<file path="src/rtl/memory_stage_pkg.sv">
// Shared definitions for the memory stage: opcode and func3 encodings, FSM state type,
// and the alignment/byte-enable helpers used when an access is accepted.
package memory_stage_pkg;

  localparam logic [6:0] OP_LOAD  = 7'b0000011;
  localparam logic [6:0] OP_STORE = 7'b0100011;

  localparam logic [2:0] F3_LB  = 3'b000;
  localparam logic [2:0] F3_LH  = 3'b001;
  localparam logic [2:0] F3_LW  = 3'b010;
  localparam logic [2:0] F3_LBU = 3'b100;
  localparam logic [2:0] F3_LHU = 3'b101;
  localparam logic [2:0] F3_SB  = 3'b000;
  localparam logic [2:0] F3_SH  = 3'b001;
  localparam logic [2:0] F3_SW  = 3'b010;

  typedef enum logic [1:0] {MEM_IDLE, MEM_REQ, MEM_RESP} mem_state_e;

  // Unknown func3 codes report as not ok, so they take the misaligned path.
  function automatic logic access_ok(input logic is_store, input logic [2:0] func3,
                                     input logic [1:0] off);
    logic ok;
    ok = 1'b0;
    if (is_store) begin
      case (func3)
        F3_SB:   ok = 1'b1;
        F3_SH:   ok = ~off[0];
        F3_SW:   ok = (off == 2'b00);
        default: ok = 1'b0;
      endcase
    end else begin
      case (func3)
        F3_LB, F3_LBU: ok = 1'b1;
        F3_LH, F3_LHU: ok = ~off[0];
        F3_LW:         ok = (off == 2'b00);
        default:       ok = 1'b0;
      endcase
    end
    return ok;
  endfunction

  function automatic logic [3:0] store_strb(input logic [2:0] func3, input logic [1:0] off);
    logic [3:0] s;
    case (func3)
      F3_SB:   s = 4'b0001 << off;
      F3_SH:   s = 4'b0011 << off;
      default: s = 4'b1111;
    endcase
    return s;
  endfunction

endpackage

</file>
<file path="src/rtl/memory_stage_load_formatter.sv">
// Extracts the addressed byte/half from a read word and sign- or zero-extends it.
module load_formatter
  import memory_stage_pkg::*;
#(
  parameter int XLEN = 32
) (
  input  logic [XLEN-1:0] rdata,
  input  logic [1:0]      offset,
  input  logic [2:0]      func3,
  output logic [XLEN-1:0] result
);

  logic [XLEN-1:0] shifted;

  always_comb begin
    shifted = rdata >> {offset, 3'b000};
    case (func3)
      F3_LB:   result = {{(XLEN-8){shifted[7]}}, shifted[7:0]};
      F3_LH:   result = {{(XLEN-16){shifted[15]}}, shifted[15:0]};
      F3_LBU:  result = {{(XLEN-8){1'b0}}, shifted[7:0]};
      F3_LHU:  result = {{(XLEN-16){1'b0}}, shifted[15:0]};
      default: result = rdata;
    endcase
  end

endmodule

</file>
<file path="src/rtl/memory_stage.sv">
// Memory pipeline stage: passes ALU results through, performs loads/stores over a
// req/gnt/rvalid port, and stalls upstream while an access is outstanding.
module memory_stage
  import memory_stage_pkg::*;
#(
  parameter int XLEN = 32
) (
  input  logic              clk,
  input  logic              rst,
  input  logic              in_valid,
  input  logic [6:0]        opcode,
  input  logic [2:0]        func3,
  input  logic [XLEN-1:0]   valE,
  input  logic [XLEN-1:0]   valB,
  output logic              stall,
  output logic              out_valid,
  output logic [XLEN-1:0]   valM,
  output logic              misaligned,
  output logic              dmem_req,
  output logic              dmem_we,
  output logic [XLEN-1:0]   dmem_addr,
  output logic [XLEN-1:0]   dmem_wdata,
  output logic [XLEN/8-1:0] dmem_wstrb,
  input  logic              dmem_gnt,
  input  logic              dmem_rvalid,
  input  logic [XLEN-1:0]   dmem_rdata,
  output mem_state_e        dbg_state
);

  // Handshake: dmem_req/we/addr/wdata/wstrb are held stable from entry into REQ until
  // the cycle dmem_gnt is seen high; read data is taken on the first dmem_rvalid in RESP.
  // Upstream treats any cycle with stall=0 as the one where its inputs are consumed.

  generate
    if (XLEN != 32) begin : g_xlen_check
      $error("memory_stage: byte-lane logic is defined for XLEN=32 only");
    end
  endgenerate

  mem_state_e      state, state_nx;
  logic            is_load, is_store, is_mem, aligned;
  logic [1:0]      off_q;
  logic [2:0]      func3_q;
  logic [XLEN-1:0] load_val;

  assign is_load   = (opcode == OP_LOAD);
  assign is_store  = (opcode == OP_STORE);
  assign is_mem    = is_load | is_store;
  assign aligned   = access_ok(is_store, func3, valE[1:0]);
  assign dmem_req  = (state == MEM_REQ);
  assign dbg_state = state;

  always_ff @(posedge clk or posedge rst) begin
    if (rst) state <= MEM_IDLE;
    else     state <= state_nx;
  end

  always_comb begin
    state_nx = state;
    stall    = 1'b0;
    case (state)
      MEM_IDLE: begin
        if (in_valid && is_mem && aligned) begin
          stall    = 1'b1;
          state_nx = MEM_REQ;
        end
      end
      MEM_REQ: begin
        if (dmem_gnt) begin
          state_nx = dmem_we ? MEM_IDLE : MEM_RESP;
          stall    = ~dmem_we;
        end else begin
          stall = 1'b1;
        end
      end
      MEM_RESP: begin
        if (dmem_rvalid) state_nx = MEM_IDLE;
        else             stall    = 1'b1;
      end
      default: state_nx = MEM_IDLE;
    endcase
  end

  load_formatter #(.XLEN(XLEN)) u_fmt (
    .rdata  (dmem_rdata),
    .offset (off_q),
    .func3  (func3_q),
    .result (load_val)
  );

  always_ff @(posedge clk or posedge rst) begin
    if (rst) begin
      out_valid  <= 1'b0;
      valM       <= '0;
      misaligned <= 1'b0;
      dmem_we    <= 1'b0;
      dmem_addr  <= '0;
      dmem_wdata <= '0;
      dmem_wstrb <= '0;
      off_q      <= 2'b00;
      func3_q    <= 3'b000;
    end else begin
      out_valid <= 1'b0;
      case (state)
        MEM_IDLE: begin
          if (in_valid) begin
            if (!is_mem) begin
              out_valid  <= 1'b1;
              valM       <= valE;
              misaligned <= 1'b0;
            end else if (!aligned) begin
              out_valid  <= 1'b1;
              valM       <= '0;
              misaligned <= 1'b1;
            end else begin
              dmem_addr  <= {valE[XLEN-1:2], 2'b00};
              dmem_we    <= is_store;
              dmem_wstrb <= is_store ? store_strb(func3, valE[1:0]) : '0;
              dmem_wdata <= valB << {valE[1:0], 3'b000};
              off_q      <= valE[1:0];
              func3_q    <= func3;
            end
          end
        end
        MEM_REQ: begin
          if (dmem_gnt && dmem_we) begin
            out_valid  <= 1'b1;
            valM       <= '0;
            misaligned <= 1'b0;
          end
        end
        MEM_RESP: begin
          if (dmem_rvalid) begin
            out_valid  <= 1'b1;
            valM       <= load_val;
            misaligned <= 1'b0;
          end
        end
        default: ;
      endcase
    end
  end

endmodule
</file>
<file path="config.mk">
export PLATFORM = sky130hd
export DESIGN_NAME = memory_stage
export DESIGN_NICKNAME = d
export VERILOG_FILES = /design/src/rtl/memory_stage_pkg.sv /design/src/rtl/memory_stage_load_formatter.sv /design/src/rtl/memory_stage.sv
export SDC_FILE = /design/constraint.sdc
export NUM_CORES = 1
export LEC_CHECK = 0
export BUFFER_PORTS_ARGS = -buffer_cell sky130_fd_sc_hd__buf_4
export CAP_MARGIN = 0
export CORE_MARGIN = 2
export CORE_UTILIZATION = 25
export DETAILED_ROUTE_END_ITERATION = 16
export GPL_TIMING_DRIVEN = 0
export PLACE_DENSITY_LB_ADDON = 0.12
export SLEW_MARGIN = 20
export SYNTH_ARGS = -nofsm -noshare
export SYNTH_HDL_FRONTEND = slang
export SYNTH_SLANG_ARGS = --single-unit
</file>
<file path="constraint.sdc">
create_clock -name clk -period 4.4 [get_ports clk]
set_clock_uncertainty 0.15 [all_clocks]
set_input_delay 0.44 -clock clk [delete_from_list [all_inputs] [get_ports clk]]
set_output_delay 0.44 -clock clk [all_outputs]
set_load 0.01 [all_outputs]
</file>
== After elaboration in Yosys (flattened, before gate mapping) ==
Cells that the tools add are included.

* Logic and storage cells: 80
* Input port bits: 111
* Register bits: 108

* Shifts and indexed selects: 4
* Multiplexer cells: 33
* Bitwise logic cells: 3
* Equality and inequality tests: 17
* Reductions and logical operators: 13

{| class="wikitable"
|+ Operator list
! cell !! number
|-
| $mux W32 || 5
|-
| $pmux W32 S4 || 1
|-
| $pmux W32 S3 || 1
|-
| $shl A32 B5 Y32 || 1
|-
| $shr A32 B5 Y16 || 1
|-
| $pmux W1 S3 || 5
|-
| $mux W1 || 14
|-
| $eq A3 B3 Y1 const B || 4
|-
| $mux W2 || 4
|-
| $pmux W4 S2 || 1
|-
| $eq A7 B2 Y1 const B || 1
|-
| $eq A7 B6 Y1 const B || 1
|-
| $eq A3 B1 Y1 const B || 2
|-
| $logic_not A3 Y1 || 2
|-
| $ne A2 B2 Y1 const B || 3
|-
| $pmux W2 S3 || 1
|-
| $reduce_and A5 Y1 || 1
|-
| $logic_not A2 Y1 || 2
|-
| $mux W4 || 1
|-
| $ne A2 B1 Y1 const B || 2
|-
| $reduce_and A4 Y1 || 1
|-
| $reduce_or A2 Y1 || 2
|-
| $shl A1 B2 Y4 const A || 1
|-
| $shl A2 B2 Y4 const A || 1
|-
| other kinds (9) || 12
|}

== Logic depth before layout (Yosys ltp) ==
Gate-level depths: netlist of run 1.

* Depth after elaboration: 8
* Depth in mapped cells: 9
* Depth with buffers taken out: 6

== By module ==
Synthesis of run 1 repeated with hierarchy kept, for this count alone.

* Cell total of the unflattened synthesis: 529
* Area total of the unflattened synthesis: 6050.8 µm²

{| class="wikitable"
|+ By module, submodules not included
! module !! instances !! cells each !! area each (µm²) !! seq. area each (µm²)
|-
| memory_stage || 1 || 423 || 5358.9 || 2702.6
|-
| load_formatter || 1 || 106 || 691.9 || 0.0
|}

== Worst setup path before layout of run 1 ==
Ideal clock, no wire load.

* Path type: register to output
* Start point: register state[0], in the netlist dbg_state[0]
* End point: output stall
* Arrival time: 1.845 ns
* Required time: 3.810 ns
* Cell stages (with the launch flop): 8
* Setup slack: 1.965 ns
* Cells stage by stage: dfrtp_1 -> inv_1 -> ha_1 -> and2_1 -> o2111ai_2 -> buf_2 -> buf_2 -> a21oi_1

* Longest elaborated chain between the ends: 2
* Elaborated cells on any way between the ends: 4
* Those cells by class: eq/ne (2); mux (1); reduce/logical (1)

{| class="wikitable"
|+ RTL lines
! element !! RTL line !! source
|-
| start: declaration || memory_stage.sv:40 || <nowiki>mem_state_e state, state_nx;</nowiki>
|-
| start signal: assignment || memory_stage.sv:55 || <nowiki>else state <= state_nx;</nowiki>
|-
| $eq A2 B2 Y1, or another cell as far along || memory_stage.sv:61 || <nowiki>case (state)</nowiki>
|-
| $pmux W1 S3 * || memory_stage.sv:61 ||
|-
| end: declaration || memory_stage.sv:15 || <nowiki>output logic stall,</nowiki>
|}

Every way passes the cells marked *; elsewhere a longest branch is shown, timed or not.

== Worst setup path after layout of run 1 ==
Same ends and word-level chain as after synthesis.

==> metrics.txt, run 1 <==
# TYPE chip_impl_metric gauge
chip_impl_metric{name="synthArstFlopShare",unit="%"} 100
chip_impl_metric{name="worst-path-buf-inv",unit=""} 4
chip_impl_metric{name="power.switching",unit="mW"} 1.03
chip_impl_metric{name="wire_per_inst",unit="µm"} 19.5
chip_impl_info{name="status",value="finished, final reports clean"} 1
chip_impl_metric{name="final_max_slew_viol_count",unit=""} 0
chip_impl_metric{name="setup_viol",unit=""} 0
chip_impl_metric{name="design.final.nets",unit=""} 899
chip_impl_metric{name="syn_inst",unit=""} 558
chip_impl_metric{name="grt.met2_usage",unit="%"} 27.7
chip_impl_metric{name="synth-seq-area-share",unit="%"} 45.2
chip_impl_info{name="critPathKind",value="flop to output port"} 1
chip_impl_metric{name="grt_first_pass_wirelength",unit="µm"} 33500
chip_impl_info{name="worst_path_most_repeated_cell",value="sky130_fd_sc_hd__buf_2"} 1
chip_impl_info{name="crit_chain",value="inv_1, ha_1, and2_1, o2111ai_2, buf_2, buf_2, a21oi_1, buf_4"} 1
chip_impl_metric{name="use_met1",unit="%"} 23.5
chip_impl_metric{name="finalSetupTns",unit="ns"} 0
chip_impl_info{name="grt-busiest-layer",value="met2"} 1
chip_impl_metric{name="power.density",unit="mW/mm²"} 383
chip_impl_info{name="crit_family",value="buffers and inverters"} 1
chip_impl_metric{name="grt_util_all_layers",unit="%"} 17.1
chip_impl_metric{name="antenna_violation_net_count_after_detailed_routing",unit=""} 0
chip_impl_metric{name="multi_input_comb_area",unit="mm²"} 0.00292
chip_impl_metric{name="clockBufferDepth",unit=""} 2
chip_impl_metric{name="finalWirelength",unit="µm"} 21600
chip_impl_metric{name="synthesis.yosys.warnings",unit=""} 0
chip_impl_metric{name="drv_cap",unit=""} 0
chip_impl_metric{name="num_io_pins",unit=""} 218
chip_impl_info{name="grt_setup_unrepaired",value="false"} 1
chip_impl_metric{name="count_of_distinct_cell_types_in_the_synthesized_netlist",unit=""} 59
chip_impl_metric{name="detail_route.vias_per_cell",unit=""} 4.75
chip_impl_metric{name="n_antenna_cell",unit=""} 0
chip_impl_metric{name="critical_path_s_largest_stage_delay",unit="ns"} 0.45
chip_impl_metric{name="dieHeight",unit="µm"} 159
chip_impl_metric{name="worst_ir_drop_vdd",unit="V"} 0.000151
chip_impl_metric{name="clk_pin_slew_worst_paths",unit="ns"} 0.08
chip_impl_metric{name="post-route-worst-setup-slack",unit="ns"} 1.03
chip_impl_metric{name="intPower",unit="mW"} 2.15
chip_impl_metric{name="detailedRoute.firstIterationViolations",unit=""} 362
chip_impl_metric{name="globalRoute.totalOverflow",unit=""} 0
chip_impl_metric{name="critical_path_required",unit="ns"} 3.81
chip_impl_metric{name="headroom_to_the_max_slew_limit",unit="%"} 55.0
chip_impl_metric{name="synth_top_area_share",unit="%"} 45.2
chip_impl_info{name="worst_setup_path_start_kind",value="flop"} 1
chip_impl_info{name="synth.most_common_cell",value="sky130_fd_sc_hd__dfrtp_1"} 1
chip_impl_metric{name="final_util",unit="%"} 35.3
chip_impl_info{name="tritoncts_clock_tree",value="built"} 1
chip_impl_metric{name="critPathMaxFanout",unit=""} 10
chip_impl_metric{name="p_comb_share",unit="%"} 34.6
chip_impl_metric{name="sequential_cell_area_in_the_final_layout",unit="mm²"} 0.00270
chip_impl_info{name="clock-root-buffer",value="sky130_fd_sc_hd__clkbuf_16"} 1
chip_impl_metric{name="globalRouteMet3Util",unit="%"} 3.87
chip_impl_metric{name="p_leak",unit="nW"} 3.90
chip_impl_metric{name="grt_pass1_vias",unit=""} 5538
chip_impl_metric{name="worst_ep_arrival_time",unit="ns"} 2.78
chip_impl_metric{name="synth_edf_count",unit=""} 0
chip_impl_metric{name="clock_sink_count",unit=""} 108
chip_impl_metric{name="final_worst_path_period_need",unit="ns"} 3.37
chip_impl_metric{name="core-area",unit="mm²"} 0.0235
chip_impl_info{name="synth_area_leader_cell",value="sky130_fd_sc_hd__dfrtp_1"} 1
chip_impl_metric{name="tightest_slew",unit="ns"} 0.675
chip_impl_metric{name="routabilityCongestion",unit=""} 0.858
chip_impl_metric{name="drc",unit=""} 0
chip_impl_metric{name="syn_area_per_cell",unit="µm²"} 10.7
chip_impl_info{name="setup.worst_path.end_class",value="output port"} 1
chip_impl_metric{name="initial_core_utilization",unit="%"} 25.5
chip_impl_metric{name="floorplan.die_area",unit="mm²"} 0.0252
chip_impl_metric{name="die_width",unit="µm"} 159
chip_impl_metric{name="post_cts.repair.setup_buffers",unit=""} 0
chip_impl_metric{name="ys_ff_latch",unit=""} 108
chip_impl_metric{name="final_hold_viol_count",unit=""} 0
chip_impl_metric{name="post_cts_repair_resize_count",unit=""} 0
chip_impl_metric{name="floorplan.rows",unit=""} 56
chip_impl_info{name="ys_dominant_reg_cell",value="sky130_fd_sc_hd__dfrtp_1"} 1
chip_impl_metric{name="clk_latency_worst_skew_pair",unit="ns"} 0.36
chip_impl_metric{name="drtPass1Iterations",unit=""} 7
chip_impl_metric{name="grt_start_max_net_pins",unit=""} 60
chip_impl_metric{name="routed-via-count",unit=""} 5262
chip_impl_metric{name="fmax",unit="MHz"} 296
chip_impl_metric{name="cts_buffers",unit=""} 9
chip_impl_info{name="synth_top_cells_by_count",value="108 x sky130_fd_sc_hd__dfrtp_1, 80 x sky130_fd_sc_hd__nand2_1, 34 x sky130_fd_sc_hd__mux2i_1, 32 x sky130_fd_sc_hd__o21ai_0, 31 x sky130_fd_sc_hd__mux2_2"} 1
chip_impl_info{name="hold_class",value="input pin to flop"} 1
chip_impl_info{name="synth_top_cells_by_area",value="sky130_fd_sc_hd__dfrtp_1 45%, sky130_fd_sc_hd__mux2_2 5.8%, sky130_fd_sc_hd__mux2i_1 5.7%"} 1
chip_impl_metric{name="ctsHtreeMaxLevel",unit=""} 3
chip_impl_metric{name="power.share.sequential",unit="%"} 40.7
chip_impl_metric{name="switching_share",unit="%"} 32.4
chip_impl_metric{name="syn2layout_area_growth",unit="%"} 38.5
chip_impl_metric{name="port_buffers",unit=""} 212
chip_impl_metric{name="layout.filler_cells",unit=""} 2415
chip_impl_metric{name="post-dp-hpwl",unit="µm"} 17200
chip_impl_metric{name="synth_area",unit="mm²"} 0.00598
chip_impl_info{name="slowest_stage",value="sky130_fd_sc_hd__dfrtp_1"} 1
chip_impl_metric{name="layout-drive-gt1-share",unit="%"} 41.6
chip_impl_metric{name="clockPowerShare",unit="%"} 24.7
chip_impl_metric{name="grt_antenna_before_repair",unit=""} 0
chip_impl_metric{name="post-place-ws",unit="ns"} 1.35
chip_impl_metric{name="layout_worst_path_cycle_share",unit="%"} 76.7
chip_impl_metric{name="cts_hold_buf",unit=""} 1
## stage by stage
step | area (µm²) | cells | hold WS, ns | total power [mW]
global placement | 7980 | 1090 | 0.317 | 2.40
floorplan | 5990 | 559 | 0.320 | 1.87
CTS | 8290 | 1108 | 0.164 | 3.20
global route | 8290 | 1108 | 0.159 | 3.34
detailed placement | 8010 | 1091 | 0.322 | 2.42
finish | 8290 | 1108 | 0.169 | 3.18
## worst paths after layout
check                      slack [ns]  depth (start not counted)                    endpoint                       start
min in group asynchronous        0.51                          3   dmem_wdata[5]$_DFFE_PP0P_                         rst
max reg2reg                      1.67                          6        valM[10]$_DFFE_PP0P_    dbg_state[0]$_DFFE_PP0P_
max in group asynchronous        2.91                          4        off_q[1]$_DFFE_PP0P_                         rst
min reg2reg                      0.33                          2  dmem_wdata[14]$_DFFE_PP0P_  dmem_wdata[14]$_DFFE_PP0P_
min                              0.17                          2    dmem_addr[2]$_DFFE_PP0P_                     valE[2]
max                              1.03                          8                       stall    dbg_state[0]$_DFFE_PP0P_
## flip-flops by register name, summed over array words and instances, names as in the netlist, 2 cells and up
name / cells
off_q: 2
dmem_wstrb: 4
dmem_wdata: 32
func3_q: 3
dmem_addr: 30
dbg_state: 2
valM: 32
## cell families after synthesis
| family | Yosys count | synth area share, % |
|---|---|---|
| AND/OR/NAND/NOR | 131 | 10.9 |
| flip-flops | 108 | 45.2 |
| adder cells (fa/ha/maj) | 4 | 0.836 |
| other | 1 | 0.0627 |
| multiplexers | 88 | 17.5 |
| AO/OA/AOI/OAI | 153 | 19.4 |
| buffers and inverters | 73 | 6.19 |
## layout make-up
class | instances | area share, %
buffer | 48 | 3.34
timing repair buffer | 214 | 19.6
sequential | 108 | 32.6
clock buffer | 11 | 2.81
inverter | 25 | 1.19
multi-input combinational | 378 | 35.2
tap | 319 | 4.81
clock inverter | 5 | 0.438
## power groups by stage
stage | Combinational (mW) | Clock, mW | Sequential, mW
floorplan | 0.515 | 0 | 1.36
global placement | 1.09 | 0 | 1.30
detailed placement | 1.11 | 0 | 1.31
CTS | 1.11 | 0.801 | 1.30
global route | 1.18 | 0.845 | 1.31
finish | 1.10 | 0.785 | 1.29
## per-layer routing
layer | wire (µm) | vias up
met5 | 0 | -
met4 | 234 | 0
met3 | 1130 | 17
met2 | 10200 | 172
met1 | 10100 | 2590
li1 | - | 2483
## cells in the final DEF (no fill, tap or decap), types with 3 or more instances in the layout
cell                         netlist  routed
sky130_fd_sc_hd__buf_4             4     216
sky130_fd_sc_hd__dfrtp_1         108     108
sky130_fd_sc_hd__nand2_1          80      80
sky130_fd_sc_hd__mux2i_1          34      34
sky130_fd_sc_hd__o21ai_0          32      32
sky130_fd_sc_hd__mux2_2           31      31
sky130_fd_sc_hd__inv_1            24      23
sky130_fd_sc_hd__mux2_4           21      21
sky130_fd_sc_hd__clkbuf_1         18      20
sky130_fd_sc_hd__a21oi_1          20      20
sky130_fd_sc_hd__a211oi_1         17      17
sky130_fd_sc_hd__buf_2            15      15
sky130_fd_sc_hd__nor2_1           15      15
sky130_fd_sc_hd__o2bb2ai_1        13      13
sky130_fd_sc_hd__nor2b_1          11      11
sky130_fd_sc_hd__o221ai_2         10      10
sky130_fd_sc_hd__o31ai_1           9       9
sky130_fd_sc_hd__clkbuf_16         0       9
sky130_fd_sc_hd__a31oi_1           8       8
sky130_fd_sc_hd__o221ai_1          7       7
sky130_fd_sc_hd__a221o_1           7       7
sky130_fd_sc_hd__a222oi_1          7       7
sky130_fd_sc_hd__o21ai_1           6       6
sky130_fd_sc_hd__nor3b_1           6       6
sky130_fd_sc_hd__buf_1             4       4
sky130_fd_sc_hd__ha_1              4       4
sky130_fd_sc_hd__o211ai_1          3       3
sky130_fd_sc_hd__and2_1            3       3
sky130_fd_sc_hd__buf_6             3       3
sky130_fd_sc_hd__nand2b_1          3       3
sky130_fd_sc_hd__clkinvlp_4        0       3
Power figures use the tool's default switching activity.
==> inputs of run 2 (changes only) <==
==> constraint.sdc (replaced) <==
create_clock -name clk -period 2.94 [get_ports clk]
set_clock_uncertainty 0.15 [all_clocks]
set_input_delay 0.294 -clock clk [delete_from_list [all_inputs] [get_ports clk]]
set_output_delay 0.294 -clock clk [all_outputs]
set_load 0.01 [all_outputs]
==> run 2 against run 1 <==
  * Combinational power rose by 51%
  * Non-clock buffer count rose by 4
  * Cell area rose by 1.2%
  * Largest power group unchanged
  * Critical path type unchanged
  * Worst hold slack got worse by 0.14 ns
==> metrics.txt, run 2 (synthesized netlist as in run 1, its figures left out) <==
# TYPE chip_impl_metric gauge
chip_impl_info{name="layout.cells.most_common_list",value="217 x sky130_fd_sc_hd__buf_4, 108 x sky130_fd_sc_hd__dfrtp_1, 80 x sky130_fd_sc_hd__nand2_1"} 1
chip_impl_metric{name="grt_pass1_vias",unit=""} 5591
chip_impl_metric{name="final_worst_path_period_need",unit="ns"} 2.77
chip_impl_metric{name="clockBufferDepth",unit=""} 2
chip_impl_info{name="tritoncts_clock_tree",value="built"} 1
chip_impl_metric{name="port_buffers",unit=""} 212
chip_impl_metric{name="layout-drive-gt1-share",unit="%"} 42.2
chip_impl_metric{name="p_comb_share",unit="%"} 34.6
chip_impl_metric{name="n_antenna_cell",unit=""} 0
chip_impl_metric{name="final_hold_viol_count",unit=""} 0
chip_impl_info{name="setup.worst_path.end_class",value="output port"} 1
chip_impl_metric{name="routed-via-count",unit=""} 5248
chip_impl_metric{name="clock_sink_count",unit=""} 108
chip_impl_metric{name="ctsHtreeMaxLevel",unit=""} 3
chip_impl_metric{name="finalWirelength",unit="µm"} 21500
chip_impl_info{name="slowest_stage",value="sky130_fd_sc_hd__dfrtp_1"} 1
chip_impl_metric{name="worst_ir_drop_vdd",unit="V"} 0.000239
chip_impl_metric{name="num_io_pins",unit=""} 218
chip_impl_metric{name="power.share.sequential",unit="%"} 40.3
chip_impl_info{name="status",value="finished, final reports clean"} 1
chip_impl_metric{name="clk_pin_slew_worst_paths",unit="ns"} 0.09
chip_impl_info{name="layout.cells.most_common",value="sky130_fd_sc_hd__buf_4"} 1
chip_impl_metric{name="finalSetupTns",unit="ns"} 0
chip_impl_metric{name="grt_start_max_net_pins",unit=""} 33
chip_impl_metric{name="clk_latency_worst_skew_pair",unit="ns"} 0.34
chip_impl_info{name="worst_setup_path_start_kind",value="flop"} 1
chip_impl_metric{name="detail_route.vias_per_cell",unit=""} 4.72
chip_impl_metric{name="antenna_violation_net_count_after_detailed_routing",unit=""} 0
chip_impl_metric{name="critical_path_s_largest_stage_delay",unit="ns"} 0.45
chip_impl_info{name="grt_setup_unrepaired",value="false"} 1
chip_impl_metric{name="globalRoute.totalOverflow",unit=""} 0
chip_impl_metric{name="core-area",unit="mm²"} 0.0235
chip_impl_metric{name="regToRegSetupSlack",unit="ns"} 0.21
chip_impl_metric{name="drc",unit=""} 0
chip_impl_info{name="hold_class",value="input pin to flop"} 1
chip_impl_metric{name="detailedRoute.firstIterationViolations",unit=""} 309
chip_impl_metric{name="drtPass1Iterations",unit=""} 5
chip_impl_metric{name="routabilityCongestion",unit=""} 0.867
chip_impl_info{name="crit_family",value="buffers and inverters"} 1
chip_impl_metric{name="power.density",unit="mW/mm²"} 569
chip_impl_metric{name="die_width",unit="µm"} 159
chip_impl_info{name="clock-root-buffer",value="sky130_fd_sc_hd__clkbuf_16"} 1
chip_impl_metric{name="cts_buffers",unit=""} 9
chip_impl_metric{name="switching_share",unit="%"} 31.9
chip_impl_metric{name="power.switching",unit="mW"} 1.53
chip_impl_metric{name="worst-path-buf-inv",unit=""} 4
chip_impl_metric{name="wire_per_inst",unit="µm"} 19.4
chip_impl_metric{name="fmax",unit="MHz"} 361
chip_impl_metric{name="numPlacedInstances",unit=""} 1094
chip_impl_info{name="crit_chain",value="inv_1, ha_2, and2_1, o2111ai_4, buf_6, buf_2, a21oi_1, buf_4"} 1
chip_impl_metric{name="p_leak",unit="nW"} 3.94
chip_impl_metric{name="design.final.nets",unit=""} 903
chip_impl_metric{name="floorplan.rows",unit=""} 56
chip_impl_metric{name="clockPowerShare",unit="%"} 25.0
chip_impl_metric{name="layout_worst_path_cycle_share",unit="%"} 94.3
chip_impl_metric{name="post-dp-hpwl",unit="µm"} 17300
chip_impl_info{name="critPathKind",value="flop to output port"} 1
chip_impl_metric{name="initial_core_utilization",unit="%"} 25.5
chip_impl_metric{name="drv_cap",unit=""} 0
chip_impl_info{name="largest_registers",value="dmem_wdata (32), valM (32), dmem_addr (30)"} 1
chip_impl_metric{name="grt_util_all_layers",unit="%"} 17.0
chip_impl_metric{name="critPathMaxFanout",unit=""} 10
chip_impl_metric{name="tightest_slew",unit="ns"} 0.653
chip_impl_metric{name="syn2layout_area_growth",unit="%"} 40.2
chip_impl_metric{name="setup_viol",unit=""} 0
chip_impl_metric{name="headroom_to_the_max_slew_limit",unit="%"} 56.5
chip_impl_metric{name="dieHeight",unit="µm"} 159
chip_impl_metric{name="intPower",unit="mW"} 3.25
chip_impl_metric{name="floorplan.die_area",unit="mm²"} 0.0252
chip_impl_metric{name="critical_path_required",unit="ns"} 2.50
chip_impl_metric{name="grt_first_pass_wirelength",unit="µm"} 33300
chip_impl_metric{name="worst_ep_arrival_time",unit="ns"} 2.33
chip_impl_metric{name="grt_antenna_before_repair",unit=""} 0
chip_impl_metric{name="final_max_slew_viol_count",unit=""} 0
chip_impl_metric{name="final_cell_count_no_fill",unit=""} 1111
-- run 2: final cells by class --
| type | count | area [µm²] |
|---|---|---|
| fill | 2426 | 15100 |
| clock inverter | 5 | 45.0 |
| buffer | 48 | 283 |
| multi-input combinational | 378 | 2930 |
| tap | 319 | 399 |
| timing repair buffer | 218 | 1700 |
| inverter | 25 | 97.6 |
| clock buffer | 10 | 239 |
| sequential | 108 | 2700 |
-- run 2: power groups by stage --
stage | Sequential, mW | Clock (mW) | Combinational [mW]
2_1_floorplan | 2.03 | 0 | 0.771
3_3_place_gp | 1.95 | 0 | 1.64
3_5_place_dp | 1.96 | 0 | 1.67
4_1_cts | 1.93 | 1.25 | 1.67
5_1_grt | 1.96 | 1.31 | 1.78
6_report | 1.93 | 1.20 | 1.66
-- run 2: path summary, 6_finish.rpt --
path,cells past startpoint,endpoint,from
max,8,stall,dbg_state[1]$_DFFE_PP0P_
max in group asynchronous,6,valM[4]$_DFFE_PP0P_,rst
min,2,dmem_addr[5]$_DFFE_PP0P_,valE[5]
max reg2reg,8,valM[31]$_DFFE_PP0P_,dbg_state[0]$_DFFE_PP0P_
min in group asynchronous,3,dmem_wdata[5]$_DFFE_PP0P_,rst
min reg2reg,2,dmem_addr[20]$_DFFE_PP0P_,dmem_addr[20]$_DFFE_PP0P_
-- run 2: repair_timing --
| action | CTS | global route |
|---|---|---|
| hold buffers | 1 | 0 |
| resized for setup | 3 | 1 |
| endpoints found under the hold margin | 36 | 0 |
| setup endpoints to repair | 1 | 1 |
| setup buffers | 1 | 0 |
-- run 2: metrics by stage --
step                cell area [µm²]  hold WS, ns  total power [mW]  utilization [%]  setup WS, ns
floorplan                      5990        0.280              2.80                -         0.542
global placement               7980        0.317              3.59             34.0        0.0872
detailed placement             8070       0.0760              3.62             34.4        0.0668
CTS                            8390       0.0206              4.86             35.7        0.0647
global route                   8390       0.0190              5.06             35.8       0.00766
finish                         8390       0.0318              4.78             35.8         0.168
-- run 2: layer usage --
metal,track usage (%),share of wire [%],vias to the layer above
met5,0,0,-
met4,5.80,2.1,0
met3,3.24,4.9,24
met2,26.8,47,171
met1,23.2,46,2560
li1,-,-,2493
==> inputs of run 3 (changes only) <==
--- a/config.mk
+++ b/config.mk
@@ -5,11 +5,11 @@
 export SDC_FILE = /design/constraint.sdc
 export NUM_CORES = 1
 export LEC_CHECK = 0
-export BUFFER_PORTS_ARGS = -buffer_cell sky130_fd_sc_hd__buf_4
 export CAP_MARGIN = 0
 export CORE_MARGIN = 2
 export CORE_UTILIZATION = 25
 export DETAILED_ROUTE_END_ITERATION = 16
+export DONT_BUFFER_PORTS = 1
 export GPL_TIMING_DRIVEN = 0
 export PLACE_DENSITY_LB_ADDON = 0.12
 export SLEW_MARGIN = 20
==> constraint.sdc (replaced) <==
create_clock -name clk -period 2.8 [get_ports clk]
set_clock_uncertainty 0.15 [all_clocks]
set_input_delay 0.28 -clock clk [delete_from_list [all_inputs] [get_ports clk]]
set_output_delay 0.28 -clock clk [all_outputs]
set_load 0.01 [all_outputs]
==> run 3 against run 2 <==
  * Highest routed layer unchanged
  * Sequential cell count stayed put
  * Cell area decreased by 14%
  * Sequential share of layout area is 5.1 points higher
  * Sequential power is 15% higher
  * Worst hold slack got worse by 0.014 ns
  * Largest power group unchanged
  * Non-clock buffer count fell by 171
==> metrics.txt, run 3 (synthesized netlist as in run 1, its figures left out) <==
# TYPE chip_impl_metric gauge
chip_impl_info{name="status",value="finished, final reports clean"} 1
chip_impl_metric{name="worst_ep_arrival_time",unit="ns"} 2.26
chip_impl_metric{name="post-route-worst-setup-slack",unit="ns"} 0.107
chip_impl_metric{name="n_antenna_cell",unit=""} 0
chip_impl_info{name="hold_class",value="input pin to flop"} 1
chip_impl_metric{name="routabilityCongestion",unit=""} 0.818
chip_impl_metric{name="final_max_slew_viol_count",unit=""} 0
chip_impl_metric{name="clockBufferDepth",unit=""} 2
chip_impl_metric{name="grt_util_all_layers",unit="%"} 17.0
chip_impl_info{name="dr.max_layer_used",value="met4"} 1
chip_impl_metric{name="detailedRoute.firstIterationViolations",unit=""} 345
chip_impl_info{name="layout.cells.most_common",value="sky130_fd_sc_hd__dfrtp_1"} 1
chip_impl_metric{name="clock_sink_count",unit=""} 108
chip_impl_metric{name="finalWirelength",unit="µm"} 21300
chip_impl_metric{name="syn2layout_area_growth",unit="%"} 21.1
chip_impl_info{name="layout.cells.most_common_list",value="106 x sky130_fd_sc_hd__dfrtp_1, 80 x sky130_fd_sc_hd__nand2_1, 40 x sky130_fd_sc_hd__dlygate4sd3_1"} 1
chip_impl_metric{name="initial_core_utilization",unit="%"} 25.5
chip_impl_info{name="clock-root-buffer",value="sky130_fd_sc_hd__clkbuf_16"} 1
chip_impl_metric{name="antenna_violation_net_count_after_detailed_routing",unit=""} 0
chip_impl_metric{name="grt_antenna_before_repair",unit=""} 0
chip_impl_metric{name="drv_cap",unit=""} 0
chip_impl_metric{name="clk_latency_worst_skew_pair",unit="ns"} 0.35
chip_impl_metric{name="die_width",unit="µm"} 159
chip_impl_metric{name="critical_path_required",unit="ns"} 2.37
chip_impl_metric{name="design.final.nets",unit=""} 732
chip_impl_metric{name="tightest_slew",unit="ns"} 0.654
chip_impl_metric{name="headroom_to_the_max_slew_limit",unit="%"} 56.2
chip_impl_metric{name="final_util",unit="%"} 30.9
chip_impl_info{name="largest_registers",value="dmem_wdata (32), valM (32), dmem_addr (30)"} 1
chip_impl_metric{name="final_hold_viol_count",unit=""} 0
chip_impl_metric{name="drc",unit=""} 0
chip_impl_metric{name="grt_first_pass_wirelength",unit="µm"} 32700
chip_impl_metric{name="grt_start_max_net_pins",unit=""} 32
chip_impl_metric{name="dieHeight",unit="µm"} 159
chip_impl_metric{name="routed-via-count",unit=""} 4727
chip_impl_metric{name="worst_ir_drop_vdd",unit="V"} 0.000242
chip_impl_metric{name="ctsHtreeMaxLevel",unit=""} 3
chip_impl_metric{name="detail_route.vias_per_cell",unit=""} 5.02
chip_impl_metric{name="routed-wl-met3",unit="µm"} 1420
chip_impl_metric{name="setup_viol",unit=""} 0
chip_impl_metric{name="floorplan.rows",unit=""} 56
chip_impl_metric{name="final_worst_path_period_need",unit="ns"} 2.69
chip_impl_metric{name="grt_pass1_vias",unit=""} 4917
chip_impl_metric{name="timing.hold.ws",unit="ns"} 0.0175
chip_impl_metric{name="post-dp-hpwl",unit="µm"} 16600
chip_impl_metric{name="critPathMaxFanout",unit=""} 10
chip_impl_metric{name="core-area",unit="mm²"} 0.0235
chip_impl_info{name="worst_setup_path_start_kind",value="flop"} 1
chip_impl_metric{name="layout_worst_path_cycle_share",unit="%"} 96.2
chip_impl_metric{name="wire_per_inst",unit="µm"} 22.7
chip_impl_metric{name="clk_pin_slew_worst_paths",unit="ns"} 0.07
chip_impl_metric{name="power.density",unit="mW/mm²"} 638
chip_impl_info{name="tritoncts_clock_tree",value="built"} 1
chip_impl_metric{name="p_leak",unit="nW"} 3.07
chip_impl_metric{name="globalRoute.totalOverflow",unit=""} 0
chip_impl_info{name="critPathKind",value="flop to output port"} 1
chip_impl_metric{name="port_buffers",unit=""} 0
chip_impl_info{name="setup.worst_path.end_class",value="output port"} 1
chip_impl_metric{name="post-place-ws",unit="ns"} -0.128
chip_impl_metric{name="num_io_pins",unit=""} 218
chip_impl_metric{name="met2_wirelength",unit="µm"} 9510
chip_impl_metric{name="drtPass1Iterations",unit=""} 8
chip_impl_metric{name="m1WireLength",unit="µm"} 9970
chip_impl_metric{name="cts_buffers",unit=""} 9
chip_impl_metric{name="floorplan.die_area",unit="mm²"} 0.0252
chip_impl_metric{name="fmax",unit="MHz"} 371
chip_impl_metric{name="layout-drive-gt1-share",unit="%"} 20.6
chip_impl_metric{name="total_power",unit="mW"} 4.62
[run 3: metal layers]
metal,GRT usage [%],up-vias
li1,-,2155
met1,23.5,2371
met2,25.9,177
met3,4.83,24
met4,4.92,0
met5,0,-
[run 3: power breakdown]
part           internal, mW  switching (mW)  total, mW  leakage, nW
logic                 0.569           0.505       1.07         1.50
clock network         0.709           0.631       1.34        0.146
registers              1.83           0.375       2.21         1.42
[run 3: critical path: stages, from the launching register on]
cell                        delay, ns
sky130_fd_sc_hd__dfrtp_2         0.46
sky130_fd_sc_hd__inv_1           0.13
sky130_fd_sc_hd__ha_2            0.26
sky130_fd_sc_hd__and2_2          0.21
sky130_fd_sc_hd__o2111ai_4       0.15
sky130_fd_sc_hd__buf_6           0.23
sky130_fd_sc_hd__buf_2           0.24
sky130_fd_sc_hd__a21oi_4         0.21
[run 3: worst paths after layout]
kind | from | endpoint | slack [ns] | cells after the start
hold / removal | valE[23] | dmem_addr[23]$_DFFE_PP0P_ | 0.02 | 2
min in group asynchronous | rst | dmem_wdata[6]$_DFFE_PP0P_ | 0.25 | 2
max in group asynchronous | rst | valM[15]$_DFFE_PP0P_ | 1.42 | 5
setup / recovery | dbg_state[1]$_DFFE_PP0P_ | stall | 0.11 | 7
hold reg to reg | func3_q[2]$_DFFE_PP0P_ | func3_q[2]$_DFFE_PP0P_ | 0.39 | 1
setup reg to reg | dbg_state[1]$_DFFE_PP0P_ | valM[12]$_DFFE_PP0P_ | 0.17 | 8
[run 3: layout make-up]
| cell class | instances | area [µm²] |
|---|---|---|
| Buffer | 48 | 283 |
| Clock buffer | 11 | 233 |
| Clock inverter | 5 | 67.6 |
| Fill cell | 2432 | 16200 |
| Inverter | 25 | 97.6 |
| Multi-Input combinational cell | 378 | 2950 |
| Sequential cell | 108 | 2710 |
| Tap cell | 319 | 399 |
| Timing Repair Buffer | 47 | 518 |
[run 3: repair_timing]
| item | 4_1_cts | 5_1_grt |
|---|---|---|
| gates resized for setup | 5 | 5 |
| pin swaps | 1 | 1 |
| hold endpoints to repair | 83 | 0 |
| setup endpoints to repair | 24 | 30 |
| hold buffers | 40 | 0 |
| buffers inserted | 2 | 1 |
[run 3: per-stage QoR]
step                cells  setup TNS, ns  area, µm²
detailed placement    882         -0.768       6490
floorplan             559              0       5990
finish                941              0       7250
global placement      878        -0.0990       6390
CTS                   940              0       7230
global route          941        -0.0113       7250
